File: src/rtl/instr_fetch_unit_if.sv
// Bus bundle of the instruction fetch unit.
//  - Instruction-memory request channel: o_imem_req / o_imem_addr out, i_imem_gnt in.
//  - Instruction-memory response channel: i_imem_rvalid / i_imem_rdata in.
//  - Redirect from decode/execute: i_redirect / i_redirect_pc in.
//  - Instruction stream to the control unit: o_instr / o_pc / o_instr_vld out,
//    i_instr_rdy in.
// The o_/i_ prefixes are relative to the fetch unit, which connects through the
// master modport. The environment (memory, control unit) uses the slave modport.
interface instr_fetch_unit_if;
    logic        o_imem_req;
    logic [31:0] o_imem_addr;
    logic        i_imem_gnt;
    logic        i_imem_rvalid;
    logic [31:0] i_imem_rdata;
    logic        i_redirect;
    logic [31:0] i_redirect_pc;
    logic [31:0] o_instr;
    logic [31:0] o_pc;
    logic        o_instr_vld;
    logic        i_instr_rdy;

    modport master (
        output o_imem_req, o_imem_addr, o_instr, o_pc, o_instr_vld,
        input  i_imem_gnt, i_imem_rvalid, i_imem_rdata,
        input  i_redirect, i_redirect_pc, i_instr_rdy
    );

    modport slave (
        input  o_imem_req, o_imem_addr, o_instr, o_pc, o_instr_vld,
        output i_imem_gnt, i_imem_rvalid, i_imem_rdata,
        output i_redirect, i_redirect_pc, i_instr_rdy
    );
endinterface

File: src/rtl/instr_fetch_unit.sv
// instr_fetch_unit
//  Front end of the single-cycle core. Owns the fetch PC, requests instruction
//  words over a req/gnt/rvalid handshake (one request outstanding at most) and
//  buffers {instruction, PC} pairs in a QDEPTH-entry FIFO whose head feeds the
//  control unit. A redirect flushes the FIFO and restarts fetching at the
//  word-aligned target; a response still in flight for the old path is dropped.
// Ports
//  i_clk    : clock, rising edge
//  i_rst_n  : synchronous active-low reset
//  bus      : instr_fetch_unit_if.master (imem request/response, redirect,
//             instruction stream; all outputs registered)
//  o_perf_fetch / o_perf_flush : FIFO push / redirect-cycle counters, present
//             only when IFU_PERF_CNT_EN is defined
// Parameters
//  RESET_PC : first PC fetched after reset
//  QDEPTH   : FIFO entries, power of 2, at least 2
// Configuration macro: IFU_PERF_CNT_EN
module instr_fetch_unit #(
    parameter logic [31:0] RESET_PC = 32'h0000_0000,
    parameter int unsigned QDEPTH   = 2
) (
    input  logic               i_clk,
    input  logic               i_rst_n,
`ifdef IFU_PERF_CNT_EN
    output logic [31:0]        o_perf_fetch,
    output logic [31:0]        o_perf_flush,
`endif
    instr_fetch_unit_if.master bus
);
    localparam int unsigned      PTR_W   = $clog2(QDEPTH);
    localparam int unsigned      CNT_W   = PTR_W + 1;
    localparam logic [CNT_W-1:0] DEPTH_C = CNT_W'(QDEPTH);

    typedef enum logic [1:0] {
        ST_FETCH = 2'd0,
        ST_WAIT  = 2'd1,
        ST_DROP  = 2'd2
    } ifu_state_t;

    ifu_state_t        state_r;
    ifu_state_t        state_nx_s;
    logic [31:0]       fetch_pc_r;
    logic [31:0]       fetch_pc_nx_s;
    logic [31:0]       req_addr_r;     // address of the request in flight
    logic [31:0]       req_addr_nx_s;
    logic [CNT_W-1:0]  count_r;
    logic [CNT_W-1:0]  count_nx_s;
    logic [PTR_W-1:0]  rd_ptr_r;
    logic [PTR_W-1:0]  rd_ptr_nx_s;
    logic [PTR_W-1:0]  wr_ptr_r;
    logic [PTR_W-1:0]  wr_ptr_nx_s;
    logic [31:0]       fifo_instr_r [QDEPTH];
    logic [31:0]       fifo_pc_r    [QDEPTH];
    logic              push_s;
    logic              pop_s;
    logic              flush_s;
    logic              req_r;
    logic              req_nx_s;
    logic              vld_r;
    logic              vld_nx_s;
    logic [31:0]       instr_r;
    logic [31:0]       instr_nx_s;
    logic [31:0]       pc_r;
    logic [31:0]       pc_nx_s;
    logic              unused_pc_bits_s;

    // Redirect targets are forced word aligned; the low bits are never used.
    assign unused_pc_bits_s = ^bus.i_redirect_pc[1:0];

    // FSM next state and per-cycle FIFO events; a redirect overrides everything else.
    always_comb begin
        state_nx_s    = state_r;
        fetch_pc_nx_s = fetch_pc_r;
        req_addr_nx_s = req_addr_r;
        push_s        = 1'b0;
        pop_s         = 1'b0;
        flush_s       = 1'b0;
        if (bus.i_redirect) begin
            flush_s       = 1'b1;
            fetch_pc_nx_s = {bus.i_redirect_pc[31:2], 2'b00};
            case (state_r)
                // A request granted in the redirect cycle is now on the dead path.
                ST_FETCH: begin
                    if (req_r && bus.i_imem_gnt) begin
                        state_nx_s = ST_DROP;
                    end else begin
                        state_nx_s = ST_FETCH;
                    end
                end
                // If the old response lands in this very cycle it is discarded here.
                ST_WAIT, ST_DROP: begin
                    if (bus.i_imem_rvalid) begin
                        state_nx_s = ST_FETCH;
                    end else begin
                        state_nx_s = ST_DROP;
                    end
                end
                default: state_nx_s = ST_FETCH;
            endcase
        end else begin
            pop_s = vld_r && bus.i_instr_rdy;
            case (state_r)
                ST_FETCH: begin
                    if (req_r && bus.i_imem_gnt) begin
                        req_addr_nx_s = fetch_pc_r;
                        fetch_pc_nx_s = fetch_pc_r + 32'd4;
                        state_nx_s    = ST_WAIT;
                    end else begin
                        state_nx_s    = ST_FETCH;
                    end
                end
                ST_WAIT: begin
                    if (bus.i_imem_rvalid) begin
                        push_s     = 1'b1;
                        state_nx_s = ST_FETCH;
                    end else begin
                        state_nx_s = ST_WAIT;
                    end
                end
                ST_DROP: begin
                    if (bus.i_imem_rvalid) begin
                        state_nx_s = ST_FETCH;
                    end else begin
                        state_nx_s = ST_DROP;
                    end
                end
                default: state_nx_s = ST_FETCH;
            endcase
        end
    end

    // FIFO bookkeeping plus the next value of every registered output.
    always_comb begin
        count_nx_s  = count_r;
        rd_ptr_nx_s = rd_ptr_r;
        wr_ptr_nx_s = wr_ptr_r;
        instr_nx_s  = instr_r;
        pc_nx_s     = pc_r;
        if (flush_s) begin
            count_nx_s  = {CNT_W{1'b0}};
            rd_ptr_nx_s = {PTR_W{1'b0}};
            wr_ptr_nx_s = {PTR_W{1'b0}};
        end else begin
            count_nx_s  = count_r + CNT_W'(push_s) - CNT_W'(pop_s);
            rd_ptr_nx_s = rd_ptr_r + PTR_W'(pop_s);
            wr_ptr_nx_s = wr_ptr_r + PTR_W'(push_s);
        end
        // Head after this edge: the word being pushed when it lands at the new
        // read pointer (FIFO was empty or drained), otherwise stored data.
        if (count_nx_s != {CNT_W{1'b0}}) begin
            if (push_s && (wr_ptr_r == rd_ptr_nx_s)) begin
                instr_nx_s = bus.i_imem_rdata;
                pc_nx_s    = req_addr_r;
            end else begin
                instr_nx_s = fifo_instr_r[rd_ptr_nx_s];
                pc_nx_s    = fifo_pc_r[rd_ptr_nx_s];
            end
        end else begin
            instr_nx_s = instr_r;
            pc_nx_s    = pc_r;
        end
        vld_nx_s = (count_nx_s != {CNT_W{1'b0}});
        req_nx_s = (state_nx_s == ST_FETCH) && (count_nx_s < DEPTH_C);
    end

    // State, PC, FIFO storage and output registers.
    always_ff @(posedge i_clk) begin
        if (!i_rst_n) begin
            state_r    <= ST_FETCH;
            fetch_pc_r <= RESET_PC;
            req_addr_r <= RESET_PC;
            count_r    <= {CNT_W{1'b0}};
            rd_ptr_r   <= {PTR_W{1'b0}};
            wr_ptr_r   <= {PTR_W{1'b0}};
            req_r      <= 1'b0;
            vld_r      <= 1'b0;
            instr_r    <= 32'h0000_0000;
            pc_r       <= RESET_PC;
            for (int unsigned i = 0; i < QDEPTH; i++) begin
                fifo_instr_r[i] <= 32'h0000_0000;
                fifo_pc_r[i]    <= RESET_PC;
            end
        end else begin
            state_r    <= state_nx_s;
            fetch_pc_r <= fetch_pc_nx_s;
            req_addr_r <= req_addr_nx_s;
            count_r    <= count_nx_s;
            rd_ptr_r   <= rd_ptr_nx_s;
            wr_ptr_r   <= wr_ptr_nx_s;
            req_r      <= req_nx_s;
            vld_r      <= vld_nx_s;
            instr_r    <= instr_nx_s;
            pc_r       <= pc_nx_s;
            if (push_s) begin
                fifo_instr_r[wr_ptr_r] <= bus.i_imem_rdata;
                fifo_pc_r[wr_ptr_r]    <= req_addr_r;
            end
        end
    end

    assign bus.o_imem_req  = req_r;
    assign bus.o_imem_addr = fetch_pc_r;
    assign bus.o_instr     = instr_r;
    assign bus.o_pc        = pc_r;
    assign bus.o_instr_vld = vld_r;

`ifdef IFU_PERF_CNT_EN
    logic [31:0] perf_fetch_r;
    logic [31:0] perf_flush_r;

    // Free-running event counters: accepted fetches and redirect cycles.
    always_ff @(posedge i_clk) begin
        if (!i_rst_n) begin
            perf_fetch_r <= 32'd0;
            perf_flush_r <= 32'd0;
        end else begin
            perf_fetch_r <= perf_fetch_r + {31'd0, push_s};
            perf_flush_r <= perf_flush_r + {31'd0, flush_s};
        end
    end

    assign o_perf_fetch = perf_fetch_r;
    assign o_perf_flush = perf_flush_r;
`endif
endmodule

File: src/flat_wrapper.sv
// flat-port wrapper written by rule: the top's interface ports become plain ports
module instr_fetch_unit_flat 
#(
    parameter logic [31:0] RESET_PC = 32'h0000_0000,
    parameter int unsigned QDEPTH   = 2
)
  (i_clk, i_rst_n, bus_o_imem_req, bus_o_imem_addr, bus_o_instr, bus_o_pc, bus_o_instr_vld, bus_i_imem_gnt, bus_i_imem_rvalid, bus_i_imem_rdata, bus_i_redirect, bus_i_redirect_pc, bus_i_instr_rdy);
  instr_fetch_unit_if bus_i ();
  input  logic i_clk;
  input  logic i_rst_n;
  output wire logic [$bits(bus_i.o_imem_req)-1:0] bus_o_imem_req;
  output wire logic [$bits(bus_i.o_imem_addr)-1:0] bus_o_imem_addr;
  output wire logic [$bits(bus_i.o_instr)-1:0] bus_o_instr;
  output wire logic [$bits(bus_i.o_pc)-1:0] bus_o_pc;
  output wire logic [$bits(bus_i.o_instr_vld)-1:0] bus_o_instr_vld;
  input wire logic [$bits(bus_i.i_imem_gnt)-1:0] bus_i_imem_gnt;
  input wire logic [$bits(bus_i.i_imem_rvalid)-1:0] bus_i_imem_rvalid;
  input wire logic [$bits(bus_i.i_imem_rdata)-1:0] bus_i_imem_rdata;
  input wire logic [$bits(bus_i.i_redirect)-1:0] bus_i_redirect;
  input wire logic [$bits(bus_i.i_redirect_pc)-1:0] bus_i_redirect_pc;
  input wire logic [$bits(bus_i.i_instr_rdy)-1:0] bus_i_instr_rdy;
  assign bus_o_imem_req = bus_i.o_imem_req;
  assign bus_o_imem_addr = bus_i.o_imem_addr;
  assign bus_o_instr = bus_i.o_instr;
  assign bus_o_pc = bus_i.o_pc;
  assign bus_o_instr_vld = bus_i.o_instr_vld;
  assign bus_i.i_imem_gnt = bus_i_imem_gnt;
  assign bus_i.i_imem_rvalid = bus_i_imem_rvalid;
  assign bus_i.i_imem_rdata = bus_i_imem_rdata;
  assign bus_i.i_redirect = bus_i_redirect;
  assign bus_i.i_redirect_pc = bus_i_redirect_pc;
  assign bus_i.i_instr_rdy = bus_i_instr_rdy;
  instr_fetch_unit #(.RESET_PC(RESET_PC), .QDEPTH(QDEPTH)) u_core (.i_clk(i_clk), .i_rst_n(i_rst_n), .bus(bus_i));
endmodule
File: config.mk
export PLATFORM = sky130hd
export DESIGN_NAME = instr_fetch_unit_flat
export DESIGN_NICKNAME = d
export VERILOG_FILES = /design/src/rtl/instr_fetch_unit_if.sv /design/src/rtl/instr_fetch_unit.sv /design/src/flat_wrapper.sv
export SDC_FILE = /design/constraint.sdc
export NUM_CORES = 1
export LEC_CHECK = 0
export ABC_AREA = 1
export CAP_MARGIN = 20
export CORE_MARGIN = 8
export CORE_UTILIZATION = 46
export DETAILED_ROUTE_END_ITERATION = 10
export MAX_ROUTING_LAYER = met4
export PLACE_DENSITY = 0.69
export SETUP_SLACK_MARGIN = 0.4
export SYNTH_ARGS = -nofsm -noshare
export SYNTH_HDL_FRONTEND = slang
export SYNTH_SLANG_ARGS = --single-unit
File: constraint.sdc
create_clock -name i_clk -period 3 [get_ports i_clk]
set_input_delay 0.6 -clock i_clk [delete_from_list [all_inputs] [get_ports i_clk]]
set_output_delay 0.6 -clock i_clk [all_outputs]
set_load 0.05 [all_outputs]
### Yosys cells after proc, flatten, opt, wreduce, memory -nomap -nowiden

Memory sizes are Yosys's and may differ from the RTL's. A register that Yosys moved wholly into a read port is not among the register bits.
Cells that the tools add are included.

* register bits after elaboration: 72
* bits in latches: 0
* RAM bits: 128
* ROM bits: 0
* bits of input ports: 70
* logic and storage cells: 66
* memories kept: 2

Memories
* u_core.fifo_instr_r: depth 2, width 32, rd ports 1, clocked after memory_dff 1, write ports 2, line instr_fetch_unit.sv:52 `logic [31:0] fifo_instr_r [QDEPTH];`
* u_core.fifo_pc_r: depth 2, width 32, rd ports 1, clocked after memory_dff 1, write ports 2, line instr_fetch_unit.sv:53 `logic [31:0] fifo_pc_r [QDEPTH];`

* add/subtract/negate cells: 5
* multipliers: 0
* div/mod/pow operators: 0
* order comparisons: 1
* eq/ne operators: 2
* shift-type cells: 0
* multiplexer cells: 27
* bitwise operators: 2
* reductions and logical operators: 18

Operators with widths (count)
* $mux W32: 5
* $reduce_or A32 Y1: 2
* $add A32 B3 Y32 const B: 1
* $mux W1: 16
* $mux W2: 4
* $pmux W2 S3: 1
* $reduce_bool A2 Y1: 3
* $reduce_or A2 Y1: 3
* $logic_not A2 Y1: 2
* $pmux W2 S2: 1
* $reduce_and A2 Y1: 2
* $logic_and A1 B1 Y1: 3
* $reduce_and A3 Y1: 1
* $add A1 B1 Y1: 2
* $add A2 B1 Y2: 1
* $eq A2 B1 Y1 const B: 1
* $eq A2 B2 Y1 const B: 1
* $logic_not A1 Y1: 2
* $lt A2 B2 Y1 const B: 1
* $not A1 Y1: 2
* $sub A2 B1 Y2: 1

### Depth between registers and ports, before layout

* depth after elaboration: 8
* depth in mapped cells: 16

### Least setup slack after synthesis

Ideal clock, no wire load.

* path kind: input to register
* from: input bus_i_redirect
* to: memory u_core.fifo_instr_r[1][0] (enable)
* arrival time: 2.815 ns
* data required time: 2.579 ns
* path slack: -0.236 ns
* stages on the path: 9
* buffers on the path: 2
* cells stage by stage: buf_6 > inv_6 > nand2_2 > nor2_4 > inv_2 > nor2_4 > nand2_1 > clkbuf_1 > nand2_1

RTL lines
* start: declaration: line flat_wrapper.sv:19 `input wire logic [$bits(bus_i.i_redirect)-1:0] bus_i_redirect;`
* end: declaration: line instr_fetch_unit.sv:52

### Worst setup path in the final report

* from: register u_core.fetch_pc_r[16], in the netlist u_core.bus.o_imem_addr[16]
* to: output bus_o_imem_addr[16]

RTL lines
* start: declaration: line instr_fetch_unit.sv:42 `logic [31:0] fetch_pc_r;`
* start signal: assignment: line instr_fetch_unit.sv:185 `fetch_pc_r <= fetch_pc_nx_s;`
* end: declaration: line flat_wrapper.sv:12 `output wire logic [$bits(bus_i.o_imem_addr)-1:0] bus_o_imem_addr;`

No word-level cell between the ends.

==> impl_metrics.xml <==
<?xml version="1.0" encoding="UTF-8"?>
<metrics>
  <group name="setup_path">
    <metric name="crit_path_cell_trace" unit="">clkdlybuf4s50_1</metric>
    <metric name="setup.worst_path.start_class" unit="">flop</metric>
    <metric name="worstSetupEndpointType" unit="">output port</metric>
    <metric name="path_delay_family" unit="">buffers and inverters</metric>
    <metric name="cp_data_required_time" unit="ns">2.40</metric>
    <metric name="r2r_slack" unit="ns">0.79</metric>
    <metric name="critPathMaxStageDelay" unit="ns">0.88</metric>
    <metric name="cp_num_buf_inv" unit="">1</metric>
    <metric name="arrival_time_reported_for_the_critical_path_endpoint" unit="ns">1.92</metric>
    <metric name="critical-path-slowest-cell" unit="">sky130_fd_sc_hd__clkdlybuf4s50_1</metric>
    <metric name="critical_path_class" unit="">reg2out</metric>
    <metric name="critical_path.max_fanout" unit="">6</metric>
  </group>
  <group name="cells_and_area">
    <metric name="fillerInstances" unit="">2190</metric>
    <metric name="fraction_of_layout_instances_using_a_drive_strength_above_1" unit="%">7.23</metric>
    <metric name="layout_commonest_cell" unit="">sky130_fd_sc_hd__nand2_1</metric>
    <metric name="layout-area-overhead-vs-synth" unit="%">25.9</metric>
    <metric name="antennaDiodeCount" unit="">0</metric>
    <metric name="finalNetCount" unit="">1508</metric>
    <metric name="non_filler_instances" unit="">1776</metric>
    <metric name="most-common-layout-cells" unit="">sky130_fd_sc_hd__nand2_1 (201), sky130_fd_sc_hd__nor2_1 (164), sky130_fd_sc_hd__clkdlybuf4s50_1 (160)</metric>
  </group>
  <group name="floorplan">
    <metric name="fp-row-count" unit="">57</metric>
    <metric name="die_area" unit="um2">29800</metric>
    <metric name="initial_core_util" unit="%">46.6</metric>
    <metric name="coreArea" unit="um2">24200</metric>
    <metric name="chipWidth" unit="um">173</metric>
    <metric name="die_h" unit="um">173</metric>
    <metric name="io-pin-count" unit="">168</metric>
  </group>
  <group name="global_routing">
    <metric name="gr-total-overflow" unit="">0</metric>
    <metric name="number_of_global_route_vias_before_repair" unit="">9207</metric>
    <metric name="largest_net_degree_at_the_start_of_global_routing" unit="">67</metric>
    <metric name="grt_first_pass_wirelength" unit="um">47900</metric>
    <metric name="number_of_antenna_violations_at_the_first_check_in_global_routing" unit="">0</metric>
    <metric name="grt_util_all_layers" unit="%">19.8</metric>
  </group>
  <group name="place">
    <metric name="hpwl" unit="um">19000</metric>
    <metric name="buffer_ports.inserted" unit="">161</metric>
    <metric name="globalplace.congestion" unit="">0.902</metric>
    <metric name="dp_cells" unit="">1726</metric>
  </group>
  <group name="clock_network">
    <metric name="tritoncts_clock_tree" unit="">done</metric>
    <metric name="cts.clk_slew.worst_paths" unit="ns">0.06</metric>
    <metric name="h_tree_depth" unit="">1</metric>
    <metric name="cts_buffers" unit="">27</metric>
    <metric name="root_buffer" unit="">sky130_fd_sc_hd__clkbuf_16</metric>
    <metric name="clockBufferDepth" unit="">3</metric>
    <metric name="cts_resized" unit="">0</metric>
    <metric name="clkLatencyLatePin" unit="ns">0.54</metric>
    <metric name="cts.sink_count" unit="">254</metric>
    <metric name="hold_buffers" unit="">0</metric>
    <metric name="postCtsSetupRepairBufs" unit="">0</metric>
  </group>
  <group name="outcome">
    <metric name="run_status" unit="">completed</metric>
  </group>
  <group name="logic_synthesis">
    <metric name="synth_largest_type_area_fraction" unit="%">32.9</metric>
    <metric name="seq_area_frac_synth" unit="%">56.0</metric>
    <metric name="synthesis.area" unit="um2">11300</metric>
    <metric name="synth_seq_cells" unit="">254</metric>
    <metric name="count_of_flip_flops_with_a_built_in_enable_after_synthesis" unit="">124</metric>
    <metric name="synth_cells" unit="">1295</metric>
    <metric name="synth_async_sr_flop_share" unit="%">0</metric>
    <metric name="synth.largest_area_cell" unit="">sky130_fd_sc_hd__edfxtp_1</metric>
    <metric name="synth_warnings" unit="">0</metric>
    <metric name="synth_top_flop_cell" unit="">sky130_fd_sc_hd__dfxtp_1</metric>
    <metric name="area_contributors_post_synth" unit="">sky130_fd_sc_hd__edfxtp_1 (33%), sky130_fd_sc_hd__dfxtp_1 (23%), sky130_fd_sc_hd__nand2_1 (6.8%)</metric>
    <metric name="number_of_library_cell_types_mapped_by_synthesis" unit="">41</metric>
    <metric name="synth_area_per_cell" unit="um2">8.73</metric>
  </group>
  <group name="sta">
    <metric name="achievable-frequency" unit="MHz">397</metric>
    <metric name="hold_viol" unit="">0</metric>
    <metric name="maxSlewViolCount" unit="">0</metric>
    <metric name="final_cycle_share" unit="%">84.0</metric>
    <metric name="report.final.setup_viol" unit="">0</metric>
    <metric name="fin_worst_skew" unit="ns">0.0212</metric>
    <metric name="max-slew-margin-rel" unit="%">60.0</metric>
    <metric name="worst-slew-pin-transition" unit="ns">0.598</metric>
    <metric name="post-route-min-period" unit="ns">2.52</metric>
    <metric name="finalSetupTns" unit="ns">0</metric>
    <metric name="grt_setup_unrepaired" unit="">no</metric>
  </group>
  <group name="power">
    <metric name="power-per-cell-area" unit="nW/um2">539</metric>
    <metric name="p_total" unit="mW">7.67</metric>
    <metric name="max-vdd-ir-drop" unit="V">0.000353</metric>
    <metric name="total_leakage_power" unit="nW">5.73</metric>
  </group>
  <group name="drt">
    <metric name="avgRoutedWirePerCell" unit="um">16.7</metric>
    <metric name="drc_errors" unit="">0</metric>
    <metric name="detailedRoute.firstPassIterationCount" unit="">5</metric>
    <metric name="detail-route-antenna-nets" unit="">0</metric>
    <metric name="vias_per_cell" unit="">5.29</metric>
    <metric name="vias" unit="">9391</metric>
    <metric name="route.final.wire_length" unit="um">29600</metric>
    <metric name="drt_iter0_drc" unit="">634</metric>
  </group>
  <group name="min_path">
    <metric name="worstHoldPathType" unit="">reg2reg</metric>
  </group>
  <group name="job">
    <metric name="max_cap_violations" unit="">0</metric>
  </group>
</metrics>
-- cell usage after synthesis (8+ instances only) --
| cell | n |
|---|---|
| sky130_fd_sc_hd__a21oi_1 | 38 |
| sky130_fd_sc_hd__a31oi_1 | 8 |
| sky130_fd_sc_hd__clkbuf_1 | 54 |
| sky130_fd_sc_hd__o21ai_0 | 91 |
| sky130_fd_sc_hd__buf_4 | 8 |
| sky130_fd_sc_hd__edfxtp_1 | 124 |
| sky130_fd_sc_hd__dfxtp_1 | 130 |
| sky130_fd_sc_hd__o211ai_1 | 28 |
| sky130_fd_sc_hd__nand3_1 | 118 |
| sky130_fd_sc_hd__nor2_1 | 165 |
| sky130_fd_sc_hd__o21ai_1 | 39 |
| sky130_fd_sc_hd__nand2_1 | 205 |
| sky130_fd_sc_hd__nand4_1 | 51 |
| sky130_fd_sc_hd__inv_1 | 126 |
| sky130_fd_sc_hd__mux2i_1 | 18 |
| sky130_fd_sc_hd__a211oi_1 | 8 |
| sky130_fd_sc_hd__buf_2 | 18 |
-- path summary, 6_finish.rpt --
check                                          start                             endpoint  cells after the start
min              u_core.bus.o_instr[14]$_SDFFE_PN0P_  u_core.bus.o_instr[14]$_SDFFE_PN0P_                      2
max reg2reg        u_core.bus.o_instr_vld$_SDFF_PN0_      u_core.bus.o_pc[9]$_SDFFE_PN0P_                     14
min reg2reg      u_core.bus.o_instr[14]$_SDFFE_PN0P_  u_core.bus.o_instr[14]$_SDFFE_PN0P_                      2
max          u_core.bus.o_imem_addr[16]$_SDFFE_PN0P_                  bus_o_imem_addr[16]                      1
-- through the flow --
stage	area (um2)	setup WS (ns)	hold WS, ns	utilization, %
6_report	14200	0.481	0.469	58.7
5_1_grt	14200	0.413	0.484	58.7
4_1_cts	14200	0.468	0.474	58.7
3_5_place_dp	13400	0.0239	0.464	55.1
3_3_place_gp	13400	0.0814	0.462	55.1
2_1_floorplan	11300	0.464	0.451	-
-- report_power, final --
part / internal (mW) / switching [mW]
logic: 0.228 / 0.393
registers: 3.74 / 0.0719
clock network: 1.87 / 1.37
total: 5.84 / 1.83
-- area by class of cell --
| class | instances | area (um2) | share of cell area [%] |
|---|---|---|---|
| flip-flops and latches | 254 | 6330 | 44.5 |
| multi-input cells | 825 | 4110 | 28.9 |
| repair buffers | 193 | 2020 | 14.2 |
| clock buffers | 37 | 764 | 5.37 |
| inverters | 130 | 493 | 3.47 |
| well taps | 324 | 405 | 2.85 |
| clock inverters | 13 | 100 | 0.704 |
-- routing by layer --
metal,GRT usage [%],share of wire [%],up-vias
met1,25.1,44,4327
met5,-,0,-
met4,6.32,2.5,0
met3,3.59,7.2,56
li1,-,-,4658
met2,31.8,46,350
-- flip-flops by register name, summed over array words and instances, names as in the netlist --
signal,cells
u_core.fifo_instr_r,64
u_core.fifo_pc_r,60
u_core.bus.o_instr,32
u_core.bus.o_imem_addr,30
u_core.bus.o_pc,30
u_core.req_addr_r,30
u_core.count_r,2
u_core.state_r,2
u_core.bus.o_imem_req,1
u_core.bus.o_instr_vld,1
u_core.rd_ptr_r,1
u_core.wr_ptr_r,1
-- cell families after synthesis --
logic type | after synthesis | synth area share (%)
muxes | 18 | 1.59
buffers and inverters | 219 | 8.06
adders and majority gates | 7 | 0.775
other | 1 | 0.0332
DFF | 254 | 56.0
AOI/OAI and AO/OA | 218 | 10.7
xor gates and xnor gates | 4 | 0.310
and+or+nand+nor | 574 | 22.5
-- worst register-to-register path: stages, from the launching register on --
cell and delay (ns):
sky130_fd_sc_hd__dfxtp_1 0.38, sky130_fd_sc_hd__nand2_1 0.13, sky130_fd_sc_hd__nor2_1 0.11, sky130_fd_sc_hd__ha_1 0.24
sky130_fd_sc_hd__inv_1 0.06, sky130_fd_sc_hd__ha_1 0.13, sky130_fd_sc_hd__inv_1 0.04, sky130_fd_sc_hd__or2_1 0.22
sky130_fd_sc_hd__nand3_1 0.10, sky130_fd_sc_hd__nand2_2 0.08, sky130_fd_sc_hd__inv_2 0.09, sky130_fd_sc_hd__nor2_2 0.05
sky130_fd_sc_hd__inv_1 0.13, sky130_fd_sc_hd__buf_4 0.20, sky130_fd_sc_hd__o21ai_0 0.12
No activity file was read; power rests on OpenSTA's default activity.
